$ cat src/rtl/noc_pkg.sv
// Shared NoC flit definitions: width function, field offsets
// and a packed flit struct for the splitter and assembler.
package noc_pkg;

    localparam int IDX_W  = 2;
    localparam int DATA_W = 8;
    localparam int DEF_NW = 3;
    localparam int DEF_PW = 5;

    // Flit layout, MSB first:
    // {vld, dest[NW], data[8], pid[PW], src[NW], idx[2]}
    function automatic int flit_width(input int nw, input int pw);
        return 1 + 2 * nw + DATA_W + pw + IDX_W;
    endfunction

    localparam int OFF_IDX = 0;
    localparam int OFF_SRC = IDX_W;

    function automatic int off_pid(input int nw);
        return IDX_W + nw;
    endfunction

    function automatic int off_data(input int nw, input int pw);
        return IDX_W + nw + pw;
    endfunction

    function automatic int off_dest(input int nw, input int pw);
        return IDX_W + nw + pw + DATA_W;
    endfunction

    function automatic int off_vld(input int nw, input int pw);
        return IDX_W + 2 * nw + pw + DATA_W;
    endfunction

    // Flit view for the default 8-node, 5-bit packet id build.
    typedef struct packed {
        logic              vld;
        logic [DEF_NW-1:0] dest;
        logic [DATA_W-1:0] data;
        logic [DEF_PW-1:0] pid;
        logic [DEF_NW-1:0] src;
        logic [IDX_W-1:0]  idx;
    } flit_t;

endpackage

$ cat src/rtl/sync_fifo.sv
// First-word-fall-through synchronous FIFO, power-of-two depth.
// Ports: clk, rst (sync, high), push/din, pop/dout, full, empty.
module sync_fifo #(
    parameter int WIDTH = 8,
    parameter int DEPTH = 4
) (
    input  logic             clk,
    input  logic             rst,
    input  logic             push,
    input  logic             pop,
    input  logic [WIDTH-1:0] din,
    output logic [WIDTH-1:0] dout,
    output logic             full,
    output logic             empty
);

    localparam int AW = $clog2(DEPTH);
    localparam logic [AW:0] ONE = (AW + 1)'(1);
    localparam logic [AW:0] CAP = (AW + 1)'(DEPTH);

    logic [WIDTH-1:0] mem [DEPTH];
    logic [AW-1:0]    wr_ptr;
    logic [AW-1:0]    rd_ptr;
    logic [AW:0]      count;
    logic             do_push;
    logic             do_pop;

    assign empty   = (count == '0);
    assign full    = (count == CAP);
    assign do_pop  = pop && !empty;
    // A pop in the same cycle frees the slot the push needs.
    assign do_push = push && (!full || do_pop);
    // Drive zero while empty so the word bus is clean after reset.
    assign dout    = empty ? '0 : mem[rd_ptr];

    always_ff @(posedge clk) begin
        if (do_push) begin
            mem[wr_ptr] <= din;
        end
    end

    always_ff @(posedge clk) begin
        if (rst) begin
            wr_ptr <= '0;
            rd_ptr <= '0;
            count  <= '0;
        end else begin
            if (do_push) begin
                wr_ptr <= wr_ptr + 1'b1;
            end
            if (do_pop) begin
                rd_ptr <= rd_ptr + 1'b1;
            end
            unique case ({do_push, do_pop})
                2'b10:   count <= count + ONE;
                2'b01:   count <= count - ONE;
                default: count <= count;
            endcase
        end
    end

endmodule

$ cat src/rtl/flit_assembler.sv
// Reassembles four byte flits per source into 32-bit words.
// Ports: clk, rst, ce, flit_in/flit_valid in; out_* handshake,
// err_count and drop_count (saturating) out.
module flit_assembler
    import noc_pkg::*;
#(
    parameter int NODE_ID         = 0,
    parameter int NODE_COUNT      = 8,
    parameter int PACKET_ID_WIDTH = 5,
    parameter int OUT_DEPTH       = 4,
    localparam int NW = $clog2(NODE_COUNT),
    localparam int PW = PACKET_ID_WIDTH,
    localparam int FW = flit_width(NW, PW)
) (
    input  logic          clk,
    input  logic          rst,
    input  logic          ce,
    input  logic [FW-1:0] flit_in,
    input  logic          flit_valid,
    output logic          out_valid,
    input  logic          out_ready,
    output logic [31:0]   out_data,
    output logic [NW-1:0] out_src,
    output logic [PW-1:0] out_pid,
    output logic [7:0]    err_count,
    output logic [7:0]    drop_count
);

    localparam int SLOTS = 1 << NW;
    localparam int OW    = NW + PW + 32;
    localparam logic [NW-1:0] MY_ID = NW'(NODE_ID);

    logic          f_vld;
    logic [NW-1:0] f_dest;
    logic [7:0]    f_data;
    logic [PW-1:0] f_pid;
    logic [NW-1:0] f_src;
    logic [1:0]    f_idx;

    assign f_vld  = flit_in[off_vld(NW, PW)];
    assign f_dest = flit_in[off_dest(NW, PW) +: NW];
    assign f_data = flit_in[off_data(NW, PW) +: 8];
    assign f_pid  = flit_in[off_pid(NW) +: PW];
    assign f_src  = flit_in[OFF_SRC +: NW];
    assign f_idx  = flit_in[OFF_IDX +: 2];

    logic [SLOTS-1:0] busy;
    logic [1:0]       exp_idx  [SLOTS];
    logic [PW-1:0]    slot_pid [SLOTS];
    logic [23:0]      partial  [SLOTS];

    logic          acc;
    logic          for_me;
    logic          seq_ok;
    logic          done;
    logic          push;
    logic          pop;
    logic          full;
    logic          empty;
    logic          err_inc;
    logic          drop_inc;
    logic [OW-1:0] fifo_din;
    logic [OW-1:0] fifo_dout;

    always_comb begin
        acc    = ce && flit_valid && f_vld;
        for_me = acc && (f_dest == MY_ID);
        // Busy slots always expect idx 1..3, so idx0 never matches.
        seq_ok = busy[f_src]
              && (exp_idx[f_src] == f_idx)
              && (slot_pid[f_src] == f_pid);
        pop    = ce && out_valid && out_ready;
        done   = for_me && seq_ok && (f_idx == 2'd3);
        push   = done && (!full || pop);
        if (f_idx == 2'd0) begin
            err_inc = for_me && busy[f_src];
        end else begin
            err_inc = for_me && !seq_ok;
        end
        drop_inc = (acc && !for_me) || (done && full && !pop);
    end

    assign fifo_din = {f_src, f_pid, partial[f_src], f_data};

    sync_fifo #(
        .WIDTH (OW),
        .DEPTH (OUT_DEPTH)
    ) u_fifo (
        .clk   (clk),
        .rst   (rst),
        .push  (push),
        .pop   (pop),
        .din   (fifo_din),
        .dout  (fifo_dout),
        .full  (full),
        .empty (empty)
    );

    assign out_valid = !empty;
    assign {out_src, out_pid, out_data} = fifo_dout;

    always_ff @(posedge clk) begin
        if (rst) begin
            busy <= '0;
            for (int i = 0; i < SLOTS; i++) begin
                exp_idx[i]  <= '0;
                slot_pid[i] <= '0;
                partial[i]  <= '0;
            end
        end else if (for_me) begin
            unique case (1'b1)
                (f_idx == 2'd0): begin
                    busy[f_src]     <= 1'b1;
                    exp_idx[f_src]  <= 2'd1;
                    slot_pid[f_src] <= f_pid;
                    partial[f_src]  <= {f_data, 16'h0};
                end
                (seq_ok && f_idx != 2'd3): begin
                    exp_idx[f_src] <= exp_idx[f_src] + 2'd1;
                    if (f_idx == 2'd1) begin
                        partial[f_src][15:8] <= f_data;
                    end else begin
                        partial[f_src][7:0] <= f_data;
                    end
                end
                // Completed word or sequence error: slot goes idle.
                default: busy[f_src] <= 1'b0;
            endcase
        end
    end

    always_ff @(posedge clk) begin
        if (rst) begin
            err_count  <= '0;
            drop_count <= '0;
        end else begin
            if (err_inc && err_count != 8'hFF) begin
                err_count <= err_count + 8'd1;
            end
            if (drop_inc && drop_count != 8'hFF) begin
                drop_count <= drop_count + 8'd1;
            end
        end
    end

endmodule

$ cat config.mk
export PLATFORM = sky130hd
export DESIGN_NAME = flit_assembler
export DESIGN_NICKNAME = d
export VERILOG_FILES = /design/src/rtl/noc_pkg.sv /design/src/rtl/sync_fifo.sv /design/src/rtl/flit_assembler.sv
export SDC_FILE = /design/constraint.sdc
export NUM_CORES = 1
export LEC_CHECK = 0
export ABC_AREA = 0
export BUFFER_PORTS_ARGS = -buffer_cell sky130_fd_sc_hd__buf_4
export CAP_MARGIN = 0
export CORE_MARGIN = 2
export CORE_UTILIZATION = 45
export DETAILED_ROUTE_END_ITERATION = 10
export GPL_TIMING_DRIVEN = 0
export PLACE_DENSITY_LB_ADDON = 0.2
export SLEW_MARGIN = 25
export SYNTH_ARGS = -nofsm -noshare
export SYNTH_HDL_FRONTEND = slang
export SYNTH_SLANG_ARGS = --single-unit
$ cat constraint.sdc
create_clock -name clk -period 3.9 [get_ports clk]
set_clock_uncertainty 0.05 [all_clocks]
set_input_delay 0.78 -clock clk [delete_from_list [all_inputs] [get_ports clk]]
set_output_delay 0.78 -clock clk [all_outputs]
set_load 0.02 [all_outputs]
Yosys cells after proc, flatten, opt, wreduce, memory -nomap -nowiden
Memories as Yosys holds them, arrays and structs flattened. A register that Yosys moved wholly into a read port is not among the register bits.
Index checks and enable logic that the tools add are counted.

word-level totals
  bits in registers = 31
  RAM bits = 408
  input bits = 27
  output and inout bits = 57
  logic and storage cells = 117
  memories = 4

memories
  name        depth  width  rd ports  clocked after Yosys merged registers in  write ports  line                  source
  partial     8      24     1         0                                        8            flit_assembler.sv:50  logic [23:0] partial [SLOTS];
  u_fifo.mem  4      40     1         1                                        1            sync_fifo.sv:21       logic [WIDTH-1:0] mem [DEPTH];
  slot_pid    8      5      1         0                                        8            flit_assembler.sv:49  logic [PW-1:0] slot_pid [SLOTS];
  exp_idx     8      2      1         0                                        8            flit_assembler.sv:48  logic [1:0] exp_idx [SLOTS];

operators by class
  add/subtract/negate cells = 7
  $lt $le $gt $ge = 2
  eq/ne operators = 10
  multiplexer cells = 44
  bitwise logic cells = 7
  reductions and logical operators = 37

operators by type and width
  kind                 number
  $mux 40              1
  $mux 1               27
  $mux 24              1
  $reduce_or 24->1     1
  $logic_and 1x1->1    21
  $add 8x1->8 const B  2
  $mux 8               2
  $ne 8x8->1 const B   2
  $pmux 8 s2           1
  $mux 3               4
  $and 8x8->8          1
  $mux 2               4
  $not 8->8            1
  $or 8x8->8           1
  $add 2x1->2 const B  3
  $logic_not 3->1      2
  $pmux 3 s2           1
  $eq 5x5->1           1
  $logic_not 1->1      5
  $mux 5               1
  $reduce_or 5->1      1
  $eq 2x1->1 const B   2
  $eq 2x2->1 const B   2
  $lt 3x4->1 const B   1
  15 further kinds     19

Logic depth before layout (Yosys ltp)
Gate-level depths: netlist of the first run.

  word-level depth = 12
  mapped depth = 16
  depth with buffers taken out = 13

Modules after synthesis
Synthesis of the first run repeated with hierarchy kept, for this count alone.

second synthesis, totals
  cell total of the unflattened synthesis = 1302
  area, all modules = 18930.7 um^2

by module, submodules not included
  module          instances  cells an instance  area each (um^2)  sequential area each (um^2)
  flit_assembler  1          981                12310.6           7927.6
  sync_fifo       1          321                6620.1            4984.8

Worst setup path before layout of the first run
OpenSTA, ideal clock, no wires.

  kind = in2reg
  from = input port flit_in[2]
  to = memory u_fifo.mem[0][0] (netlist bit) (enable)
  setup time = 0.401 ns
  arrival time = 3.800 ns
  required time = 3.449 ns
  slack = -0.352 ns
  stages on the path = 9
  buffers on the path = 3
  path through = buf_4 -> buf_6 -> mux4_2 -> mux2i_1 -> xor2_1 -> nand4_1 -> nor3_4 -> clkbuf_1 -> and3_1

on the way
  word-level cells in the longest chain between the ends = 10
  elaborated cells on any way between the ends = 14
  classes of those cells = 2 x eq/ne; 4 x mux; 6 x reduce/logical; 2 x memory

ends and longest elaborated chain
  what                                       line                                        source
  start, declared                            flit_assembler.sv:18                        input logic [FW-1:0] flit_in,
  $mem_v2 8x2 or $bmux 1 s3 (tied branches)  n/a
  $eq 2x2->1 or $mux 1 (tied branches)       flit_assembler.sv:70, flit_assembler.sv:69
  $logic_and 1x1->1                          flit_assembler.sv:70                        && (exp_idx[f_src] == f_idx)
  $logic_and 1x1->1 *                        flit_assembler.sv:71                        && (slot_pid[f_src] == f_pid);
  $logic_and 1x1->1 * (2 in series)          flit_assembler.sv:73                        done = for_me && seq_ok && (f_idx == 2'd3);
  $logic_and 1x1->1 *                        flit_assembler.sv:74                        push = done && (!full || pop);
  $logic_and 1x1->1 *                        sync_fifo.sv:32                             assign do_push = push && (!full || do_pop);
  $mux 1 *                                   sync_fifo.sv:37                             if (do_push) begin
  $mux 1 (implied by the code) *             sync_fifo.sv:38                             mem[wr_ptr] <= din;
  end, declared                              sync_fifo.sv:21

Every way passes the cells marked *; elsewhere a longest branch is shown, timed or not. The select of a mux whose other input is x is not followed.

Worst setup path in the final report of the first run
  from = input port flit_in[2]
  to = register u_fifo.count[2]

on the way
  word-level cells in the longest chain between the ends = 10
  elaborated cells on any way between the ends = 16
  classes of those cells = 4 x eq/ne; 3 x mux; 7 x reduce/logical; 2 x memory

ends and longest elaborated chain
  what                                             line                                        source
  $mem_v2 8x2 or $bmux 1 s3 (tied branches)        n/a
  $eq 2x2->1 or $mux 1 (tied branches)             flit_assembler.sv:70, flit_assembler.sv:69
  $logic_and 1x1->1                                flit_assembler.sv:70
  $logic_and 1x1->1 *                              flit_assembler.sv:71
  $logic_and 1x1->1 * (2 in series)                flit_assembler.sv:73
  $logic_and 1x1->1 *                              flit_assembler.sv:74
  $logic_and 1x1->1 *                              sync_fifo.sv:32
  $eq 2x1->1 or $eq 2x2->1 (tied branches)         sync_fifo.sv:54                             unique case ({do_push, do_pop})
  $pmux 3 s2 or $reduce_bool 2->1 (tied branches)  n/a
  end signal, assigned                             sync_fifo.sv:55                             2'b10: count <= count + ONE;
  end signal, assigned                             sync_fifo.sv:56                             2'b01: count <= count - ONE;
  end signal, assigned                             sync_fifo.sv:57                             default: count <= count;
  end, declared                                    sync_fifo.sv:24                             logic [AW:0] count;

Marked as above.
A chain may end at the register's enable or synchronous reset.

==> results.sh, run 1 <==
export IMPL_status="complete, no violations"
export IMPL_routed_wl_um=47800
export IMPL_setup_violations=0
export IMPL_r2r_slack_ns=0.33
export IMPL_ys_seq_area_share_pct=69.8
export IMPL_rsz0062_at_grt="false"
export IMPL_start_util_pct=45.4
export IMPL_die_w_um=207
export IMPL_cp_num_buf_inv=7
export IMPL_power_uw=9870
export IMPL_cp_arrival_ns=4.21
export IMPL_grt_pass1_vias=11400
export IMPL_fin_nets=1462
export IMPL_path_clk_slew_ns=0.05
export IMPL_viasPerCell=5.79
export IMPL_min_period_over_period_pct=96.7
export IMPL_worst_pin_slew_ns=1.09
export IMPL_synth_top_area_share_pct=66.2
export IMPL_grt_max_degree=41
export IMPL_syn_to_final_growth_pct=16.8
export IMPL_synth_cells=1274
export IMPL_cts_root_buf="clkbuf_16"
export IMPL_syn_nets=1309
export IMPL_slew_headroom_pct=26.8
export IMPL_grt_total_usage_pct=22.8
export IMPL_gr_total_overflow=0
export IMPL_whs_path_depth=1
export IMPL_cts_hold_buf=0
export IMPL_drtAntennaViolNets=0
export IMPL_cts_tree="built"
export IMPL_path_max_fanout=10
export IMPL_htreeDepth=2
export IMPL_synth_flop_cell="edfxtp_1"
export IMPL_dp_hpwl_um=31600
export IMPL_vias=11500
export IMPL_insertion_delay_ns=0.58
export IMPL_route_detailed_drc=0
export IMPL_synth_top_cells_by_area="edfxtp_1 66%, mux4_2 6.3%, a22oi_1 3.9%, nor2_1 3.7%, and2_1 3.7%"
export IMPL_drt_initial_drc_count=1245
export IMPL_numCtsBuffers=45
export IMPL_gp_congestion=0.848
export IMPL_port_buffers=82
export IMPL_hold_class="input pin to register"
export IMPL_grt_antenna_before_repair=0
export IMPL_required_ns=4.34
export IMPL_grt_pass1_wl_um=70400
export IMPL_syn_area_sq_um=18500
export IMPL_fin_tns_setup_ns=0
export IMPL_path_delay_family="simple AND/OR/NAND/NOR gates"
export IMPL_io_pins=84
export IMPL_synthArstFlopShare_pct=0
export IMPL_ir_worst_vdd_v=0.000274
export IMPL_hold_viol_final=0
export IMPL_die_h_um=207
export IMPL_slew_violations=0
export IMPL_p_per_area_nw_per_um2=457
export IMPL_synth_edff_count=408
export IMPL_cp_slowest_cell="mux4_2"
export IMPL_path_cells="buf_4 -> buf_12 -> buf_12 -> mux4_2 -> mux2i_4 -> xor2_2 -> nand4_1 -> nor3_4 -> buf_4 -> clkbuf_8 -> and2_1 -> inv_1 -> ha_1 -> inv_1 -> fa_1 -> xor2_1 -> or3_1 -> a21oi_1"
export IMPL_core_area_sq_um=40700
export IMPL_cellLeakagePower_uw=0.00713
export IMPL_yosys_warnings=0
export IMPL_cts_path_max_buffers=3
export IMPL_min_period_ns=3.77
export IMPL_die_area_sq_um=42700
export IMPL_first_pass_iters=5
export IMPL_cts_sinks=441
export IMPL_cp_slowest_stage_delay_ns=0.54
export IMPL_place_area_sq_um=20000
export IMPL_avgSynthCellArea_sq_um=14.5
export IMPL_synth_top_cell_by_area="edfxtp_1"
export IMPL_end_kind="register"
export IMPL_worstSetupStartpointType="input pin"
export IMPL_max_freq_ghz=0.265
export IMPL_drive_above_1_share_pct=19.0
export IMPL_ff2ff_path_depth=15
export IMPL_cp_depth=18
export IMPL_path_class="input pin to register"
export IMPL_hold_slack_ns=0.400
export IMPL_yosysUniqueCellTypes=46
export IMPL_antenna_cells=0
export IMPL_ys_ff_latch=441
export IMPL_post_drt_wl_per_cell_um=24.0
export IMPL_fin_area_sq_um=21600
export IMPL_drv_cap=0
export IMPL_post_route_util_pct=53.0
export IMPL_rows=74
[where the power goes]
part / switching [uW] / internal [uW]
Combinational: 341 / 129
Clock: 1760 / 2330
Sequential: 31.8 / 5280
Total: 2130 / 7740
[final timing paths]
check | startpoint | to
max | flit_in[2] | u_fifo.count[2]
min | flit_in[2] | u_fifo.mem[0][37]
max reg2reg | slot_pid[7][2] | u_fifo.count[2]
min reg2reg | register | register
[flip-flops by register name, indices dropped and copies added (netlist names), named ones only]
name           count
partial          192
u_fifo.count       3
slot_pid          40
err_count          8
u_fifo.rd_ptr      2
drop_count         8
exp_idx           16
u_fifo.wr_ptr      2
u_fifo.mem       160
[layout by cell type (no fill, tap or decap), types with 9 or more instances in the layout]
| master | count |
|---|---|
| mux2_2 | 12 |
| a21oi_1 | 10 |
| o22ai_1 | 10 |
| o21ai_2 | 14 |
| nand4_1 | 28 |
| nand2_1 | 37 |
| clkbuf_1 | 81 |
| mux4_2 | 52 |
| clkinv_1 | 12 |
| edfxtp_1 | 408 |
| a22oi_1 | 96 |
| buf_4 | 102 |
| inv_1 | 11 |
| nand3_1 | 13 |
| nor2b_1 | 53 |
| and2_1 | 109 |
| nor2_1 | 184 |
| dfxtp_1 | 33 |
| and3_1 | 9 |
| o21ai_0 | 21 |
| clkbuf_16 | 47 |
[cells in the mapped netlist (7+ instances only)]
cell	count
a21oi_1	10
a22oi_1	96
a32oi_1	7
and2_1	109
and3_1	13
clkbuf_1	73
dfxtp_1	33
edfxtp_1	408
ha_1	7
inv_1	11
mux2_2	12
mux2i_1	10
mux4_2	52
nand2_1	37
nand3_1	13
nand4_1	28
nor2_1	184
nor2b_1	53
o21ai_0	45
o22ai_1	10
or3_1	7
xor2_1	9
[cell families (layout without fill, tap and decap cells)]
logic type	Yosys count	after routing	synth area share (%)
buffers and inverters	93	280	1.97
XOR/XNOR	14	14	0.663
adder cells (fa/ha/maj)	8	8	0.582
AO/OA/AOI/OAI	180	180	6.56
multiplexers	74	74	7.60
AND/OR/NAND/NOR	464	464	12.8
flip-flops	441	441	69.8
[layer usage]
| metal | vias to the layer above | global-route usage (%) | wire (um) |
|---|---|---|---|
| met3 | 114 | 4.77 | 3740 |
| met5 | - | 0 | 0 |
| li1 | 5121 | - | - |
| met2 | 504 | 37.2 | 22600 |
| met1 | 5795 | 30.5 | 19900 |
| met4 | 0 | 8.18 | 1580 |
[stage by stage]
step	std cells	worst slack, ns
after CTS	1992	-0.0583
after detailed placement	1907	-1.01
final	1993	0.130
after floorplan	1274	-0.155
after global placement	1888	-1.51
after global routing	1993	0.00550
[repair_timing]
item / in CTS / in global routing
resized for setup: 20 / 11
endpoints found under the setup margin: 133 / 269
buffers inserted: 5 / 3
gates cloned: 0 / 0
pin swaps: 2 / 4
[final cells by class]
| cell class | count | area [sq um] |
|---|---|---|
| Fill cell | 3361 | 19100 |
| Clock inverter | 21 | 150 |
| Buffer | 79 | 363 |
| Sequential cell | 441 | 12900 |
| Tap cell | 532 | 666 |
| Inverter | 11 | 41.3 |
| Multi-Input combinational cell | 740 | 5390 |
| Clock buffer | 60 | 1220 |
| Timing Repair Buffer | 109 | 856 |
(Power assumes the default switching activity.)
==> run 2, diff against run 1 <==
--- a/config.mk
+++ b/config.mk
@@ -11,7 +11,7 @@
 export CORE_MARGIN = 2
 export CORE_UTILIZATION = 45
 export DETAILED_ROUTE_END_ITERATION = 10
-export GPL_TIMING_DRIVEN = 0
+export GPL_TIMING_DRIVEN = 1
 export PLACE_DENSITY_LB_ADDON = 0.2
 export SLEW_MARGIN = 25
 export SYNTH_ARGS = -nofsm -noshare
==> results.sh, run 2 (synthesized netlist as in run 1, its figures left out) <==
export IMPL_path_cells="buf_4 -> buf_4 -> mux4_2 -> mux2_2 -> nand3_1 -> nor3_4 -> and2_1 -> inv_1 -> ha_1 -> inv_1 -> fa_1 -> xor2_1 -> or3_1 -> a21oi_1"
export IMPL_path_clk_slew_ns=0.06
export IMPL_multi_input_area_sq_um=5250
export IMPL_worstSetupStartpointType="input pin"
export IMPL_numCtsBuffers=46
export IMPL_grt_antenna_before_repair=0
export IMPL_slew_headroom_pct=45.1
export IMPL_die_w_um=207
export IMPL_hold_viol_final=0
export IMPL_route_detailed_drc=0
export IMPL_post_drt_wl_per_cell_um=22.6
export IMPL_post_route_util_pct=53.7
export IMPL_cts_hold_buf=0
export IMPL_area_sequential_sq_um=12900
export IMPL_status="complete, no violations"
export IMPL_fillers=3367
export IMPL_clkPwrFrac_pct=42.3
export IMPL_finalNonFillerCells=1989
export IMPL_fin_nets=1461
export IMPL_setup_violations=0
export IMPL_cp_slowest_cell="mux4_2"
export IMPL_switching_share_pct=20.9
export IMPL_drv_cap=0
export IMPL_reg_top3="partial: 192 flops, u_fifo.mem: 160 flops, slot_pid: 40 flops"
export IMPL_hold_class="input pin to register"
export IMPL_cp_slowest_stage_delay_ns=0.52
export IMPL_cellLeakagePower_uw=0.00744
export IMPL_cts_path_max_buffers=3
export IMPL_drtAntennaViolNets=0
export IMPL_first_pass_iters=7
export IMPL_dp_cells=1910
export IMPL_p_per_area_nw_per_um2=456
export IMPL_combPwrFrac_pct=4.3
export IMPL_end_kind="register"
export IMPL_ir_worst_vdd_v=0.000316
export IMPL_gp_congestion=0.881
export IMPL_worst_pin_slew_ns=0.823
export IMPL_required_ns=4.35
export IMPL_post_cts_setup_buffers=0
export IMPL_final_cell_mix="408 x edfxtp_1, 182 x nor2_1, 172 x buf_4"
export IMPL_antenna_cells=0
export IMPL_grt_pass1_vias=11200
export IMPL_grt_total_usage_pct=21.6
export IMPL_path_max_fanout=15
export IMPL_top_register="partial"
export IMPL_drive_above_1_share_pct=23.0
export IMPL_slew_violations=0
export IMPL_power_share_sequential_pct=53.4
export IMPL_r2r_slack_ns=0.65
export IMPL_port_buffers=83
export IMPL_htreeDepth=2
export IMPL_cts_sinks=441
export IMPL_hold_slack_ns=0.446
export IMPL_routed_wl_um=45000
export IMPL_detailedPlace_worstSlack_ns=-0.0877
export IMPL_internal_power_uw=7880
export IMPL_dp_hpwl_um=29100
export IMPL_min_period_over_period_pct=87.7
export IMPL_insertion_delay_ns=0.57
export IMPL_gr_total_overflow=0
export IMPL_max_freq_ghz=0.292
export IMPL_cp_arrival_ns=3.87
export IMPL_die_area_sq_um=42700
export IMPL_io_pins=84
export IMPL_rows=74
export IMPL_syn_to_final_growth_pct=18.2
export IMPL_post_cts_resized=0
export IMPL_cts_tree="built"
export IMPL_path_class="input pin to register"
export IMPL_p_sw_uw=2090
export IMPL_start_util_pct=45.4
export IMPL_rsz0062_at_grt="false"
export IMPL_die_h_um=207
export IMPL_setup_ws_ns=0.479
export IMPL_layout_commonest_cell="edfxtp_1"
export IMPL_drt_initial_drc_count=955
export IMPL_grt_pass1_wl_um=68300
export IMPL_grt_max_degree=44
export IMPL_largest_reg_flops=192
export IMPL_vias=11200
export IMPL_min_period_ns=3.42
export IMPL_core_area_sq_um=40700
export IMPL_viasPerCell=5.65
export IMPL_cts_root_buf="clkbuf_16"
## run 2: cell types whose count changed in the layout (fill, tap and decap cells not counted), moves of 5 or more
cell      delta
clkinv_2     +7
o21ai_2     -14
buf_4       +70
clkinv_1     -5
o21ai_4      -5
o21ai_0     +16
clkbuf_1    -73
buf_12      +12
buf_6        -6
## run 2: cell type report
type	instances	area share, %
inverters	11	0.189
clock buffers	58	5.75
multi-input cells	740	24.0
clock inverters	21	0.801
repair buffers	186	7.18
flip-flops and latches	441	59.0
well taps	532	3.04
## run 2: final timing paths
kind	from	to	cells after the start
worst max-delay path	flit_in[2]	u_fifo.count[2]	14
worst min-delay path	flit_in[5]	u_fifo.mem[3][32]	1
worst max register to register	exp_idx[7][1]	partial[7][1]	10
worst min register to register	drop_count[7]	drop_count[7]	2
## run 2: per-layer routing
layer  track usage (%)  part of all wire [%]  up-vias
met3              3.59                   6.3       73
met5                 0                     0        -
met1              29.4                    43     5678
li1                  -                     -     5103
met2              35.4                    48      384
met4              7.73                   2.7        0
## run 2: stage by stage
step	TNS, ns	total power [uW]	area, sq um
detailed placement	-2.06	5840	20400
global route	0	10300	21900
CTS	0	10000	21900
floorplan	-8.69	5630	18500
global placement	-0.198	5830	20400
finish	0	9970	21900
## run 2: power by group through the flow
stage               sequential [uW]  clock, uW  combinational, uW
finish                         5320       4220                427
global route                   5330       4470                461
CTS                            5320       4300                427
detailed placement             5420          0                426
global placement               5420          0                418
floorplan                      5400          0                224
## run 2: critical path, delay by kind of cell
family | cells | cell delay, ns
adder cells (fa/ha/maj) | 2 | 0.59
AND/OR/NAND/NOR | 4 | 0.71
XOR/XNOR | 1 | 0.16
buffers and inverters | 4 | 0.66
multiplexers | 2 | 0.81
AO/OA/AOI/OAI | 1 | 0.14
==> run 3, diff against run 2 <==
--- a/config.mk
+++ b/config.mk
@@ -6,11 +6,10 @@
 export NUM_CORES = 1
 export LEC_CHECK = 0
 export ABC_AREA = 0
-export BUFFER_PORTS_ARGS = -buffer_cell sky130_fd_sc_hd__buf_4
 export CAP_MARGIN = 0
-export CORE_MARGIN = 2
 export CORE_UTILIZATION = 45
 export DETAILED_ROUTE_END_ITERATION = 10
+export DONT_BUFFER_PORTS = 1
 export GPL_TIMING_DRIVEN = 1
 export PLACE_DENSITY_LB_ADDON = 0.2
 export SLEW_MARGIN = 25
==> constraint.sdc (replaced) <==
create_clock -name clk -period 2.8 [get_ports clk]
set_clock_uncertainty 0.05 [all_clocks]
set_input_delay 0.56 -clock clk [delete_from_list [all_inputs] [get_ports clk]]
set_output_delay 0.56 -clock clk [all_outputs]
set_load 0.02 [all_outputs]
==> results.sh, run 3 (synthesized netlist as in run 1, its figures left out) <==
export IMPL_status="finished, violations left"
export IMPL_violations="hold timing, setup timing"
export IMPL_post_route_util_pct=58.5
export IMPL_hold_class="input pin to register"
export IMPL_area_sequential_sq_um=12900
export IMPL_cp_slowest_stage_delay_ns=0.47
export IMPL_first_pass_iters=6
export IMPL_finalNonFillerCells=1974
export IMPL_slew_violations=0
export IMPL_top_register="partial"
export IMPL_start_util_pct=46.1
export IMPL_ir_worst_vdd_v=0.000459
export IMPL_core_area_sq_um=40100
export IMPL_viasPerCell=5.90
export IMPL_rows=73
export IMPL_grt_pass1_wl_um=75400
export IMPL_dp_cells=1837
export IMPL_detailedPlace_worstSlack_ns=-0.495
export IMPL_grt_pass1_vias=11700
export IMPL_final_cell_mix="408 x edfxtp_1, 126 x nor2_1, 108 x and2_1"
export IMPL_hold_slack_ns=-0.00228
export IMPL_antenna_cells=0
export IMPL_path_class="register to register"
export IMPL_htreeDepth=2
export IMPL_setup_ws_ns=-0.327
export IMPL_post_drt_wl_per_cell_um=26.2
export IMPL_path_clk_slew_ns=0.06
export IMPL_drtAntennaViolNets=0
export IMPL_numCtsBuffers=46
export IMPL_gr_total_overflow=0
export IMPL_routed_wl_um=51700
export IMPL_reg_top3="partial: 192 flops, u_fifo.mem: 160 flops, slot_pid: 40 flops"
export IMPL_worstSetupStartpointType="register"
export IMPL_port_buffers=0
export IMPL_dp_hpwl_um=30400
export IMPL_grt_total_usage_pct=25.0
export IMPL_fin_nets=1446
export IMPL_cts_root_buf="clkbuf_16"
export IMPL_p_per_area_nw_per_um2=613
export IMPL_gp_congestion=0.831
export IMPL_die_area_sq_um=41900
export IMPL_rsz0062_at_grt="true"
export IMPL_insertion_delay_ns=0.58
export IMPL_fin_tns_setup_ns=-73.23
export IMPL_path_cells="mux4_2 -> mux2i_1 -> xor2_1 -> nand4_1 -> nor3_4 -> nor2b_1 -> or3_4 -> buf_12 -> o21ai_4"
export IMPL_worst_pin_slew_ns=0.913
export IMPL_die_h_um=205
export IMPL_vias=11700
export IMPL_cts_tree="built"
export IMPL_cp_slowest_cell="mux4_2"
export IMPL_cts_path_max_buffers=3
export IMPL_drive_above_1_share_pct=30.2
export IMPL_drv_cap=0
export IMPL_max_freq_ghz=0.320
export IMPL_fillers=3075
export IMPL_io_pins=84
export IMPL_route_detailed_drc=0
export IMPL_min_period_over_period_pct=112
export IMPL_die_w_um=205
export IMPL_cellLeakagePower_uw=0.00768
export IMPL_min_period_ns=3.13
export IMPL_slew_headroom_pct=39.1
export IMPL_path_max_fanout=8
export IMPL_setup_violations=443
export IMPL_hold_viol_final=1
export IMPL_fin_area_sq_um=23500
export IMPL_layout_commonest_cell="edfxtp_1"
export IMPL_syn_to_final_growth_pct=26.8
export IMPL_multi_input_area_sq_um=6170
export IMPL_cts_sinks=441
export IMPL_required_ns=3.00
export IMPL_place_area_sq_um=20300
export IMPL_cp_arrival_ns=3.32
export IMPL_grt_max_degree=44
export IMPL_drt_initial_drc_count=1125
export IMPL_largest_reg_flops=192
export IMPL_grt_antenna_before_repair=2
export IMPL_end_kind="register"
[run 3: cell count changes in the layout (fill, tap and decap cells not counted), moves of 24 or more]
| cell | delta |
|---|---|
| buf_4 | -79 |
| nor2_1 | -56 |
| nor2_2 | +30 |
| nor2_4 | +26 |
| buf_12 | +24 |
| o21ai_0 | -24 |
[run 3: area by class of cell]
class	instances	area share, %
clock buffer	60	5.39
sequential	441	55.0
inverter	11	0.176
tap	525	2.80
multi-input combinational	740	26.3
timing repair buffer	171	8.93
clock inverter	26	1.34
[run 3: routing by layer]
metal | GRT usage [%] | share of wire (%) | vias to the layer above
li1 | - | - | 5123
met1 | 33.5 | 40 | 5922
met2 | 38.9 | 47 | 496
met3 | 6.59 | 8.7 | 111
met4 | 9.86 | 3.6 | 2
met5 | 0 | 0.025 | -
[run 3: what timing repair did]
action,in CTS,in global routing
endpoints found under the setup margin,450,482
gates cloned,19,3
pin swaps,33,10
buffers inserted,33,9
hold buffers,8,1
hold endpoints to repair,30,17
resized for setup,184,51
[run 3: power breakdown]
part / leakage (uW) / internal, uW / switching, uW
registers: 0.00418 / 7360 / 56.8
clock network: 0.000766 / 3830 / 2550
logic: 0.00274 / 215 / 380
total: 0.00768 / 11400 / 2990
[run 3: per-stage QoR]
step / hold WS [ns] / power [uW]
after floorplan: 0.423 / 7860
after global placement: 0.453 / 8060
after detailed placement: 0.464 / 8080
after CTS: -0.0272 / 14400
after global routing: -0.0304 / 14800
final: -0.00228 / 14400
[run 3: final timing paths]
path | startpoint | endpoint | slack, ns | cells past startpoint
max reg2reg | slot_pid[0][0] | partial[3][7] | -0.33 | 9
max | slot_pid[0][0] | partial[3][7] | -0.33 | 9
min | rst | u_fifo.count[2] | -0.002 | 1
min reg2reg | register | register | 0.49 | 2
[run 3: worst max-delay path, delay by kind of cell (launching register included)]
kind	cells	cell delay, ns
flip-flops	1	0.41
multiplexers	2	0.64
XOR/XNOR	1	0.26
buffers and inverters	1	0.17
AO/OA/AOI/OAI	1	0.29
AND/OR/NAND/NOR	4	0.98
